**config.mk**
```make
export PLATFORM = sky130hd
export DESIGN_NAME = nf10_axis_pkt_gen_flat
export DESIGN_NICKNAME = d
export VERILOG_FILES = /design/src/rtl/nf10_axis_pkt_gen_if.sv /design/src/rtl/nf10_axis_pkt_gen.sv /design/src/flat_wrapper.sv
export SDC_FILE = /design/constraint.sdc
export NUM_CORES = 1
export LEC_CHECK = 0
export ABC_CLOCK_PERIOD_IN_PS = 7700
export BUFFER_PORTS_ARGS = -buffer_cell sky130_fd_sc_hd__buf_2
export CORE_MARGIN = 3
export CORE_UTILIZATION = 55
export DETAILED_ROUTE_END_ITERATION = 6
export GPL_TIMING_DRIVEN = 1
export PLACE_DENSITY = 0.95
export SETUP_SLACK_MARGIN = 0.02
export SLEW_MARGIN = 20
export SYNTH_ARGS = -nofsm -noshare
export SYNTH_HDL_FRONTEND = slang
export SYNTH_SLANG_ARGS = --single-unit
```
**constraint.sdc**
```tcl
create_clock -name axi_aclk -period 7.7 [get_ports axi_aclk]
set_input_delay 0 -clock axi_aclk [delete_from_list [all_inputs] [get_ports axi_aclk]]
set_output_delay 0 -clock axi_aclk [all_outputs]
set_load 0.1 [all_outputs]
```
**src/rtl/nf10_axis_pkt_gen_if.sv**
```systemverilog
// nf10_axis_pkt_gen_if: AXI4-Stream bundle between the packet generator and the 10G TX stream port.
interface nf10_axis_pkt_gen_if #(
  parameter int DATA_WIDTH  = 64,
  parameter int TUSER_WIDTH = 128
);
  logic [DATA_WIDTH-1:0]   tdata;
  logic [DATA_WIDTH/8-1:0] tstrb;
  logic [TUSER_WIDTH-1:0]  tuser;
  logic                    tvalid;
  logic                    tready;
  logic                    tlast;
  modport master (output tdata, tstrb, tuser, tvalid, tlast, input tready);
  modport slave  (input tdata, tstrb, tuser, tvalid, tlast, output tready);
endinterface

```
**src/rtl/nf10_axis_pkt_gen.sv**
```systemverilog
// nf10_axis_pkt_gen: fixed-length AXI4-Stream frame generator with byte pattern and NetFPGA tuser; PKT_GEN_SEQNUM_EN puts a frame sequence number in word 0.
module nf10_axis_pkt_gen #(
  parameter int         C_M_AXIS_DATA_WIDTH  = 64,
  parameter int         C_M_AXIS_TUSER_WIDTH = 128,
  parameter logic [7:0] C_SRC_PORT           = 8'h00,
  parameter logic [7:0] C_DST_PORT           = 8'h01
) (
  input  logic                axi_aclk,
  input  logic                axi_resetn,
  input  logic                start,
  input  logic                stop,
  input  logic [15:0]         cfg_len,
  input  logic [15:0]         cfg_count,
  input  logic [7:0]          cfg_ifg,
  nf10_axis_pkt_gen_if.master m_axis,
  output logic                busy,
  output logic [31:0]         pkt_sent
);
  typedef enum logic [1:0] {IDLE, SEND, GAP} state_t;
  state_t      state, state_nx;
  logic [15:0] len_q, cnt_q, len_c;
  logic [7:0]  ifg_q, k, gap_cnt, last_k;
  logic        hs, done, end_run, accept;
`ifdef PKT_GEN_SEQNUM_EN
  logic [31:0] seq;
`endif
  // Length clamp, last-word index and frame-boundary decisions
  always_comb begin
    len_c   = cfg_len < 16'd60 ? 16'd60 : cfg_len > 16'd1518 ? 16'd1518 : cfg_len;
    last_k  = 8'((len_q + 16'd7) >> 3) - 8'd1;
    accept  = state == IDLE && start && !stop;
    hs      = state == SEND && m_axis.tready;
    done    = hs && k == last_k;
    end_run = stop || (cnt_q != 16'd0 && pkt_sent + 32'd1 == {16'd0, cnt_q});
  end
  // Next state; start enters GAP with a zero count so the first word appears one cycle later
  always_comb begin
    state_nx = state;
    if (state == IDLE)
      state_nx = accept ? GAP : IDLE;
    else if (state == SEND)
      state_nx = !done ? SEND : end_run ? IDLE : ifg_q == 8'd0 ? SEND : GAP;
    else
      state_nx = stop ? IDLE : gap_cnt == 8'd0 ? SEND : GAP;
  end
  // State register
  always_ff @(posedge axi_aclk or negedge axi_resetn)
    if (!axi_resetn) state <= IDLE;
    else             state <= state_nx;
  // Latched configuration, word index, frame counter and gap counter
  always_ff @(posedge axi_aclk or negedge axi_resetn) begin
    if (!axi_resetn) begin
      len_q    <= '0;
      cnt_q    <= '0;
      ifg_q    <= '0;
      k        <= '0;
      gap_cnt  <= '0;
      pkt_sent <= '0;
    end else if (accept) begin
      len_q    <= len_c;
      cnt_q    <= cfg_count;
      ifg_q    <= cfg_ifg;
      k        <= '0;
      gap_cnt  <= '0;
      pkt_sent <= '0;
    end else if (hs) begin
      k <= done ? 8'd0 : k + 8'd1;
      if (done) begin
        pkt_sent <= pkt_sent + 32'd1;
        gap_cnt  <= ifg_q - 8'd1;
      end
    end else if (state == GAP && gap_cnt != 8'd0) begin
      gap_cnt <= gap_cnt - 8'd1;
    end
  end
`ifdef PKT_GEN_SEQNUM_EN
  // Frame sequence number, restarted by each accepted start
  always_ff @(posedge axi_aclk or negedge axi_resetn)
    if (!axi_resetn) seq <= '0;
    else if (accept) seq <= '0;
    else if (done)   seq <= seq + 32'd1;
`endif
  // Stream outputs are forced to zero outside SEND so reset and idle read all-zero
  always_comb begin
    m_axis.tvalid = state == SEND;
    busy          = state != IDLE;
    m_axis.tdata  = '0;
    for (int i = 0; i < C_M_AXIS_DATA_WIDTH / 8; i++)
      m_axis.tdata[8*i +: 8] = m_axis.tvalid ? {k[4:0], 3'(i)} : 8'd0;
`ifdef PKT_GEN_SEQNUM_EN
    if (m_axis.tvalid && k == 8'd0) m_axis.tdata[31:0] = seq;
`endif
    m_axis.tlast = m_axis.tvalid && k == last_k;
    m_axis.tstrb = !m_axis.tvalid ? 8'd0 :
                   m_axis.tlast && len_q[2:0] != 3'd0 ? 8'((9'd1 << len_q[2:0]) - 9'd1) : 8'hFF;
    m_axis.tuser = m_axis.tvalid ? {(C_M_AXIS_TUSER_WIDTH-32)'(0), C_DST_PORT, C_SRC_PORT, len_q} : '0;
  end
endmodule

```
**src/flat_wrapper.sv**
```systemverilog
// flat-port wrapper written by rule: the top's interface ports become plain ports
module nf10_axis_pkt_gen_flat 
#(
  parameter int         C_M_AXIS_DATA_WIDTH  = 64,
  parameter int         C_M_AXIS_TUSER_WIDTH = 128,
  parameter logic [7:0] C_SRC_PORT           = 8'h00,
  parameter logic [7:0] C_DST_PORT           = 8'h01
)
  (axi_aclk, axi_resetn, start, stop, cfg_len, cfg_count, cfg_ifg, busy, pkt_sent, m_axis_tdata, m_axis_tstrb, m_axis_tuser, m_axis_tvalid, m_axis_tlast, m_axis_tready);
  nf10_axis_pkt_gen_if m_axis_i ();
  input  logic axi_aclk;
  input  logic axi_resetn;
  input  logic start;
  input  logic stop;
  input  logic [15:0] cfg_len;
  input  logic [15:0] cfg_count;
  input  logic [7:0] cfg_ifg;
  output logic busy;
  output logic [31:0] pkt_sent;
  output wire logic [$bits(m_axis_i.tdata)-1:0] m_axis_tdata;
  output wire logic [$bits(m_axis_i.tstrb)-1:0] m_axis_tstrb;
  output wire logic [$bits(m_axis_i.tuser)-1:0] m_axis_tuser;
  output wire logic [$bits(m_axis_i.tvalid)-1:0] m_axis_tvalid;
  output wire logic [$bits(m_axis_i.tlast)-1:0] m_axis_tlast;
  input wire logic [$bits(m_axis_i.tready)-1:0] m_axis_tready;
  assign m_axis_tdata = m_axis_i.tdata;
  assign m_axis_tstrb = m_axis_i.tstrb;
  assign m_axis_tuser = m_axis_i.tuser;
  assign m_axis_tvalid = m_axis_i.tvalid;
  assign m_axis_tlast = m_axis_i.tlast;
  assign m_axis_i.tready = m_axis_tready;
  nf10_axis_pkt_gen #(.C_M_AXIS_DATA_WIDTH(C_M_AXIS_DATA_WIDTH), .C_M_AXIS_TUSER_WIDTH(C_M_AXIS_TUSER_WIDTH), .C_SRC_PORT(C_SRC_PORT), .C_DST_PORT(C_DST_PORT)) u_core (.axi_aclk(axi_aclk), .axi_resetn(axi_resetn), .start(start), .stop(stop), .cfg_len(cfg_len), .cfg_count(cfg_count), .cfg_ifg(cfg_ifg), .m_axis(m_axis_i), .busy(busy), .pkt_sent(pkt_sent));
endmodule
```
Word-level counts from Yosys, hierarchy flattened
Index checks and enable logic that the tools add are counted.
{"block": "totals", "ff_bits": 90, "wordCells": 75, "inputBits": 45, "out_inout_bits": 235}
{"block": "op_classes", "magnitude_cmp": 2, "addsub": 7, "eq_ne": 5, "n_reduce_logical": 22, "muxes": 31, "n_shift": 1}
{"op": "8-bit 2-to-1 mux", "count": 17}
{"op": "32-bit 2-to-1 mux", "count": 3}
{"op": "32-bit by 1-bit adder with 32-bit output (second input constant)", "count": 1}
{"op": "32-bit by 16-bit equality test with 1-bit output", "count": 1}
{"op": "16-bit 2-to-1 mux", "count": 2}
{"op": "8-bit by 1-bit subtractor with 8-bit output (second input constant)", "count": 4}
{"op": "25-bit 2-to-1 mux", "count": 1}
{"op": "16-bit by 11-bit > comparator with 1-bit output (second input constant)", "count": 1}
{"op": "8-bit zero test", "count": 2}
{"op": "16-bit by 6-bit less-than comparator with 1-bit output (second input constant)", "count": 1}
{"op": "2-bit 2-to-1 mux", "count": 8}
{"op": "16-bit nonzero test", "count": 1}
{"op": "11-bit by 3-bit adder with 11-bit output (second input constant)", "count": 1}
{"op": "8-bit by 1-bit adder with 8-bit output (second input constant)", "count": 1}
{"op": "8-bit equality test", "count": 1}
{"op": "1-bit logical AND", "count": 8}
{"op": "8-bit nonzero test", "count": 1}
{"op": "1-bit by 3-bit << shifter with 8-bit output (first input constant)", "count": 1}
{"op": "2-bit nonzero test", "count": 3}
{"op": "3-bit nonzero test", "count": 2}
{"op": "2-bit AND reduction", "count": 2}
{"op": "3-bit != test (second input constant)", "count": 1}
{"op": "2-bit by 1-bit equality test with 1-bit output (second input constant)", "count": 1}
{"op": "2-bit equality test (second input constant)", "count": 1}
{"op": "other kinds (3)", "count": 3}

Logic depth before layout (Yosys ltp)
Gate-level depths: netlist (run 1).
{"block": "logic_depth", "word_depth": 8, "mapped_depth": 16}

Worst setup path before layout (run 1)
OpenSTA, ideal clock, no wires.
{"block": "synth_timing", "path_type": "reg2out", "from": "register u_core.len_q[1]", "to": "output m_axis_tstrb[2]", "path_stages_with_launch": 13, "path_buffers": 3, "arrival_ps": 5015, "t_required_ps": 7700, "setup_slack_ps": 2685, "path_cell_list": "dfrtp_1 buf_6 or3_1 buf_2 xnor2_1 ha_1 buf_1 nor2b_1 nor4b_1 o31a_1 a311oi_2 a2111oi_4 a21boi_0"}
{"block": "synth_between", "elab_chain_cells": 7}
{"element": "from (decl)", "line_no": "nf10_axis_pkt_gen.sv:21", "source": "logic [15:0] len_q, cnt_q, len_c;"}
{"element": "from (signal assigned)", "line_no": "nf10_axis_pkt_gen.sv:60", "source": "len_q <= len_c;"}
{"element": "11-bit by 3-bit adder with 11-bit output", "line_no": "nf10_axis_pkt_gen.sv:30", "source": "last_k = 8'((len_q + 16'd7) >> 3) - 8'd1;"}
{"element": "8-bit by 1-bit subtractor with 8-bit output", "line_no": "nf10_axis_pkt_gen.sv:30"}
{"element": "8-bit equality test", "line_no": "nf10_axis_pkt_gen.sv:93", "source": "m_axis.tlast = m_axis.tvalid && k == last_k;"}
{"element": "1-bit logical AND", "line_no": "nf10_axis_pkt_gen.sv:93"}
{"element": "named net m_axis_tlast", "line_no": "flat_wrapper.sv:24", "source": "output wire logic [$bits(m_axis_i.tlast)-1:0] m_axis_tlast;"}
{"element": "1-bit logical AND", "line_no": "nf10_axis_pkt_gen.sv:95", "source": "m_axis.tlast && len_q[2:0] != 3'd0 ? 8'((9'd1 << len_q[2:0]) - 9'd1) : 8'hFF;"}
{"element": "8-bit 2-to-1 mux", "line_no": "nf10_axis_pkt_gen.sv:95"}
{"element": "8-bit 2-to-1 mux", "line_no": "nf10_axis_pkt_gen.sv:94", "source": "m_axis.tstrb = !m_axis.tvalid ? 8'd0 :"}
{"element": "to (decl)", "line_no": "flat_wrapper.sv:21", "source": "output wire logic [$bits(m_axis_i.tstrb)-1:0] m_axis_tstrb;"}
The timed path passes the listed nets, and every way through them passes these cells.

Worst setup path after layout (run 1)
{"block": "layout_timing", "from": "register u_core.len_q[1]", "to": "output m_axis_tstrb[6]"}
{"block": "layout_between", "elab_chain_cells": 7}
{"element": "11-bit by 3-bit adder with 11-bit output", "line_no": "nf10_axis_pkt_gen.sv:30"}
{"element": "8-bit by 1-bit subtractor with 8-bit output", "line_no": "nf10_axis_pkt_gen.sv:30"}
{"element": "8-bit equality test", "line_no": "nf10_axis_pkt_gen.sv:93"}
{"element": "1-bit logical AND", "line_no": "nf10_axis_pkt_gen.sv:93"}
{"element": "1-bit logical AND", "line_no": "nf10_axis_pkt_gen.sv:95"}
{"element": "8-bit 2-to-1 mux (*)", "line_no": "nf10_axis_pkt_gen.sv:95"}
{"element": "8-bit 2-to-1 mux (*)", "line_no": "nf10_axis_pkt_gen.sv:94"}
Every way passes the cells marked *; elsewhere a longest branch is shown, timed or not.

==> impl_metrics.toml, run 1 <==
[hold_path]
hold_path.class = "input port to asynchronous set/reset pin"

[final_layout]
multiInputGateArea_um2 = 4190
area_growth_pct = 9.13
num-fill-cells = 1125
fin_nets = 1079
regArea_um2 = 2250
final_layout_size_suffix_gt1_share_pct = 21.4
final_util_pct = 61.7

[clock_tree]
clk_latency_ns = 0.35
h-tree-depth = 3
cts_tree = "built"
cts_buffers = 9
clk_pin_slew_worst_paths_ns = 0.06
clockBufferDepth = 2
cts_root_buf = "clkbuf_16"
clock-sinks = 90

[timing]
setup_violations = 0
fin_skew_ns = 0.00781
rsz0062_at_grt = "no"
tns_ns = 0
fmax_ghz = 0.247
relSlewSlack_pct = 29.5
max_slew.worst_pin.slew_ns = 1.06
fin_crit_sh_pct = 52.6
slew_violations = 0
hold_slack_ns = 0.0354
finalHoldViolCount = 0
period_minus_slack_ns = 4.05

[pwr]
powerDensity_nw_per_um2 = 212
peakVddDrop_uv = 169
p_leak_nw = 4.15

[setup_path]
critical_path_class = "flop to primary output"
cp_data_arrival_time_ns = 4.05
worst_setup_path_start_kind = "flop"
reg2reg_depth = 11
crit_fanout = 10
crit_path_end_kind = "primary output"
reg2reg_slack_ns = 3.74
r2r_start = "u_core.len_q[1]"
cp.required_ns = 7.70
reg2reg_to = "u_core.pkt_sent[3]"
cp-startpoint = "u_core.len_q[1]"

[synthesis]
synth_top_area_share_pct = 29.8
synthSimpleGateAreaFrac_pct = 24.8
synth_compound_area_share_pct = 16.5
synthArstFlopShare_pct = 100
synthMuxAreaShare_pct = 1.34
synth_area_leaders = "dfrtp_1 30%, buf_4 17%, nand2_1 6.2%"
synth_top_area_cell = "dfrtp_1"
synth_xor_area_share_pct = 5.85
ys_ff_latch = 90
synth_warnings = 0
synth-adder-area-share_pct = 0.663
ys_seq_area_share_pct = 29.8
postSynthAreaPerCell_um2 = 8.24
synth_edf_count = 0
synth_cell_types = 81
synth_top_family_by_area = "simple AND/OR/NAND/NOR gates"
syn_area_um2 = 7550
ys.flop_type = "dfrtp_1"
syn_inst = 916

[floorplanning]
fp.dieH_um = 123
rows = 42
initial_core_util_pct = 56.6
dieWidth_um = 123
pin_count = 280
dieArea_um2 = 15200
coreArea_um2 = 13300

[global_route]
grt_max_degree = 79
grt_pass1_wl_mm = 30.9
grt_pass1_vias = 5926
grt_overflow = 0
track_usage_pct = 25.6
antenna_found_initial = 0

[routing]
routed_wl_mm = 20.1
ant_nets = 0
post-route-drc-count = 0
first_pass_iters = 5
vias = 6846
viasPerCell = 5.64
wl_per_cell_um = 16.6
drtIter0Drc = 884

[placement]
place_congestion = 0.935
portBuffers = 156
dp_hpwl_mm = 13.2

[run_status]
status = "finished clean"

[run]
cap_viol_max_count = 0
## flip-flops by register name, indices dropped and copies added (netlist names)
register	cells
u_core.gap_cnt	8
u_core.k	8
u_core.cnt_q	16
u_core.state	2
u_core.len_q	16
u_core.ifg_q	8
u_core.pkt_sent	32
## where the power goes
part | internal (W) | switching, W
combinational | 0.000146 | 0.000507
clock | 0.000295 | 0.000198
sequential | 0.000524 | 0.0000755
## per-stage QoR
stage	instances	setup WS, ns	power, W	instance area [µm²]
floorplan	1038	2.69	0.00119	8010
global route	1211	3.54	0.00182	8240
global placement	1158	4.03	0.00122	7540
finish	1213	3.65	0.00175	8240
CTS	1211	3.84	0.00174	8240
detailed placement	1158	3.93	0.00123	7540
## layer usage
| layer | track usage, % | share of wire [%] |
|---|---|---|
| met5 | 0 | 0 |
| met4 | 12.2 | 4.3 |
| met2 | 38.2 | 47 |
| met1 | 35.6 | 41 |
| met3 | 5.40 | 8.3 |
## cells in the final DEF, fill, tap and decap left out, types with 7 or more instances in the layout
| cell | netlist | final |
|---|---|---|
| buf_2 | 19 | 155 |
| nand2_1 | 125 | 125 |
| conb_1 | 1 | 123 |
| dfrtp_1 | 90 | 90 |
| nor2_1 | 57 | 56 |
| dlygate4sd3_1 | 0 | 37 |
| o21ai_1 | 33 | 33 |
| and2_1 | 31 | 31 |
| xnor2_1 | 28 | 28 |
| nand3_1 | 28 | 28 |
| o21ai_0 | 26 | 26 |
| nor3_1 | 23 | 23 |
| a21oi_1 | 22 | 22 |
| xor2_1 | 18 | 18 |
| inv_1 | 17 | 17 |
| nand4_1 | 16 | 16 |
| or3_1 | 13 | 13 |
| o31ai_1 | 13 | 13 |
| and3_1 | 12 | 12 |
| and4_1 | 10 | 10 |
| mux2i_1 | 9 | 9 |
| clkbuf_16 | 0 | 9 |
| nor4_1 | 7 | 7 |
| or4_1 | 7 | 7 |
## how the worst max path moves through the flow
stage	depth (start not counted)	to	slack, ns
after global placement	12	u_core.gap_cnt[3]	4.03
after global routing	11	m_axis_tstrb[6]	3.54
final	12	m_axis_tstrb[6]	3.65
after CTS	12	m_axis_tstrb[6]	3.84
after floorplan	12	m_axis_tstrb[2]	2.69
after detailed placement	11	u_core.pkt_sent[2]	3.93
## cell families (layout without fill, tap and decap cells)
group	after synthesis	after routing
and+or+nand+nor	362	362
buffers and inverters	234	231
other	1	125
adders and majority gates	4	4
xor gates and xnor gates	48	48
DFF	90	90
AOI/OAI and AO/OA	167	167
muxes	10	10
## repair_timing
item,in CTS,in global routing
hold buffers,37,0
hold endpoints to repair,48,0
setup buffers,0,0
gates resized for setup,0,0
## area by class of cell
type | instances | area share, %
clock inverter | 6 | 1.06
clock buffer | 10 | 2.90
antenna | 2 | 0.0607
tap | 176 | 2.67
multi-input combinational | 714 | 50.8
inverter | 18 | 0.820
timing repair buffer | 197 | 14.4
sequential | 90 | 27.3
## cell usage after synthesis, types with 9 or more instances
library cell  instances
and3_1               12
nand3_1              28
a21oi_1              22
nand4_1              16
or3_1                13
mux2i_1               9
xnor2_1              28
clkbuf_1             18
buf_4               173
nor3_1               23
o21ai_1              33
and4_1               10
inv_1                17
o21ai_0              26
nand2_1             125
nor2_1               57
xor2_1               18
and2_1               31
o31ai_1              13
buf_2                19
dfrtp_1              90
## critical path, stage by stage, from the launching register on
cell,delay [ns]
dfrtp_1,0.56
or3_1,0.56
xnor2_1,0.17
ha_1,0.32
nor2b_1,0.15
nor4b_1,0.06
o31a_1,0.32
a311oi_2,0.48
a2111oi_4,0.13
nand2_1,0.13
nand2_1,0.15
o21ai_0,0.17
buf_2,0.48
Note: power is estimated with default switching activity, not from simulation.
==> run 2: changes to the inputs <==
- ABC_AREA: not set -> 1
- ABC_CLOCK_PERIOD_IN_PS: 7700 -> 4100
- CORE_UTILIZATION: 55 -> 51
- PLACE_DENSITY: 0.95 -> 0.91
- clock period: 7.7 -> 4.1 ns (I/O delays scaled with it)
==> run 2 against run 1 <==
Clock power is 85% higher. Routed wire length is 5.5% lower. Clock skew is 0.0020 ns higher. Highest routed layer unchanged.
==> impl_metrics.toml, run 2 <==
[synthesis]
ys_seq_area_share_pct = 30.9
synth_top_area_share_pct = 30.9
ys_ff_latch = 90
synth_cell_types = 41
syn_inst = 1091
synthArstFlopShare_pct = 100
ys.flop_type = "dfrtp_1"
synth_edf_count = 0
synth_top_area_cell = "dfrtp_1"
syn_area_um2 = 7290
ys_top_cells_by_count = "308 x nand2_1, 173 x buf_4, 117 x nor2_1, 102 x inv_1, 90 x dfrtp_1"
synth_most_common_cell = "nand2_1"
synth_warnings = 0
synth_area_leaders = "dfrtp_1 31%, buf_4 18%, nand2_1 16%"
postSynthAreaPerCell_um2 = 6.68

[final_layout]
regMostFlops = "u_core.pkt_sent"
largest_register_ffs = 32
reg_top3 = "u_core.pkt_sent (32), u_core.cnt_q (16), u_core.len_q (16)"
num-fill-cells = 1306
instances_no_fill = 1410
fin_nets = 1274
most-common-layout-cells = "308 x nand2_1, 155 x buf_2, 123 x conb_1, 117 x nor2_1, 102 x inv_1"
n_antenna_cell = 0
area_growth_pct = 10.9
final_layout_size_suffix_gt1_share_pct = 16.7
layout_commonest_cell = "nand2_1"

[floorplanning]
dieWidth_um = 126
initial_core_util_pct = 52.3
dieArea_um2 = 15800
fp.dieH_um = 126
coreArea_um2 = 13900
pin_count = 280
rows = 43

[setup_path]
crit_path_end_kind = "primary output"
cp_data_arrival_time_ns = 3.31
worst_setup_path_start_kind = "flop"
reg2reg_slack_ns = 0.93
crit_fanout = 11
reg2reg_depth = 15
critical_path_class = "flop to primary output"
cp.required_ns = 4.10
reg2reg_to = "u_core.gap_cnt[5]"
r2r_start = "u_core.state[1]"

[run_status]
status = "finished clean"

[global_route]
track_usage_pct = 23.4
busiest_layer = "met2"
use_met2_pct = 40.1
grt_use_met1_pct = 30.0
grt_overflow = 0
grt_pass1_vias = 6392
antenna_found_initial = 0
use_met3_pct = 2.99
grt_pass1_wl_mm = 30.4
grt_max_degree = 71

[timing]
fin_skew_ns = 0.00985
fmax_ghz = 0.302
fin_crit_sh_pct = 80.7
rsz0062_at_grt = "no"
max_slew.worst_pin.slew_ns = 0.746
period_minus_slack_ns = 3.31
finalHoldViolCount = 0
relSlewSlack_pct = 50.1
setup_violations = 0
slew_violations = 0

[routing]
routed_wl_mm = 19.0
wl_per_cell_um = 13.5
drtIter0Drc = 487
first_pass_iters = 5
ant_nets = 0
vias = 6958
post-route-drc-count = 0
viasPerCell = 4.93

[placement]
dp_hpwl_mm = 14.0
portBuffers = 156
post-place-cells = 1358
place_congestion = 0.923

[hold_path]
min_to = "u_core.state[0]"
hold_depth = 4
min_from = "stop"
hold_path.class = "input port to flop"

[run]
cap_viol_max_count = 0

[clock_tree]
clk_pin_slew_worst_paths_ns = 0.07
clock-sinks = 90
cts_buffers = 9
clk_latency_ns = 0.35
clockBufferDepth = 2
cts_tree = "built"
h-tree-depth = 3
cts_root_buf = "clkbuf_16"

[pwr]
peakVddDrop_uv = 243
powerDensity_nw_per_um2 = 557
total_power_w = 0.00451
p_leak_nw = 4.47
run 2: cell count changes in the layout (fill, tap and decap cells not counted), moves of 20 or more:
| cell | change |
|---|---|
| inv_1 | +85 |
| nand2_1 | +183 |
| nor2_1 | +61 |
| and2_1 | -31 |
| o21ai_0 | +21 |
| nand3_1 | +59 |
| xnor2_1 | -20 |
run 2: stage by stage:
step | setup TNS [ns] | worst slack (ns) | hold slack, ns | util (%) | cell area [µm²]
detailed placement | 0 | 0.979 | 0.0711 | 53.1 | 7400
CTS | 0 | 0.806 | 0.0338 | 58.0 | 8090
finish | 0 | 0.793 | 0.0387 | 58.0 | 8090
global route | 0 | 0.515 | 0.0443 | 58.0 | 8090
floorplan | -0.532 | -0.177 | -0.296 | - | 7750
global placement | 0 | 1.03 | 0.0681 | 53.1 | 7400
run 2: logic make-up after synthesis:
family	synth area share (%)
mux	0.275
compound gates	5.90
fa+ha+maj	0.686
xor+xnor	2.40
buf+inv	24.8
flops	30.9
simple gates	35.0
other cells	0.0514
run 2: final cells by class:
type,count,area [µm²],area share [%]
repair buffers,197,1180,14.6
multi-input cells,819,3700,45.7
clock inverters,7,98.8,1.22
well taps,180,225,2.79
flip-flops and latches,90,2250,27.9
inverters,108,405,5.01
clock buffers,9,225,2.79
run 2: where the power goes:
group | internal, W | switching [W] | total (W)
sequential | 0.00109 | 0.000134 | 0.00122
combinational | 0.000491 | 0.00189 | 0.00238
clock | 0.000539 | 0.000372 | 0.000911
run 2: metal layers:
layer	vias to the layer above	share of wire [%]
li1	3422	-
met1	3177	42
met2	324	48
met3	35	7.9
met4	0	2.1
met5	-	0
run 2: critical path: stages, from the launching register on:
cell,delay (ns)
dfrtp_1,0.40
nor2_2,0.15
nand2_1,0.27
nand2_1,0.20
nand2_1,0.12
ha_1,0.32
or2_2,0.29
nand3_1,0.07
nor2_1,0.05
nand2_1,0.06
nor2_1,0.04
nand2_1,0.10
nor2_4,0.05
nand2_1,0.06
nor2_2,0.04
nand2_1,0.08
nand2_2,0.11
o21ai_0,0.09
buf_2,0.44
run 2: worst max path at each step:
stage	endpoint	slack, ns	startpoint	cells after the start
finish	m_axis_tstrb[4]	0.79	u_core.len_q[1]	18
global route	u_core.gap_cnt[6]	0.51	u_core.state[1]	15
CTS	m_axis_tstrb[4]	0.81	u_core.len_q[1]	18
detailed placement	u_core.gap_cnt[6]	0.98	u_core.state[1]	15
floorplan	m_axis_tstrb[4]	-0.18	u_core.state[1]	5
global placement	u_core.gap_cnt[6]	1.03	u_core.state[1]	15
run 2: what timing repair did:
item,CTS,global route
hold buffers,36,0
setup buffers,0,0
hold endpoints to repair,84,0
resized for setup,0,0
endpoints found under the setup margin,0,0
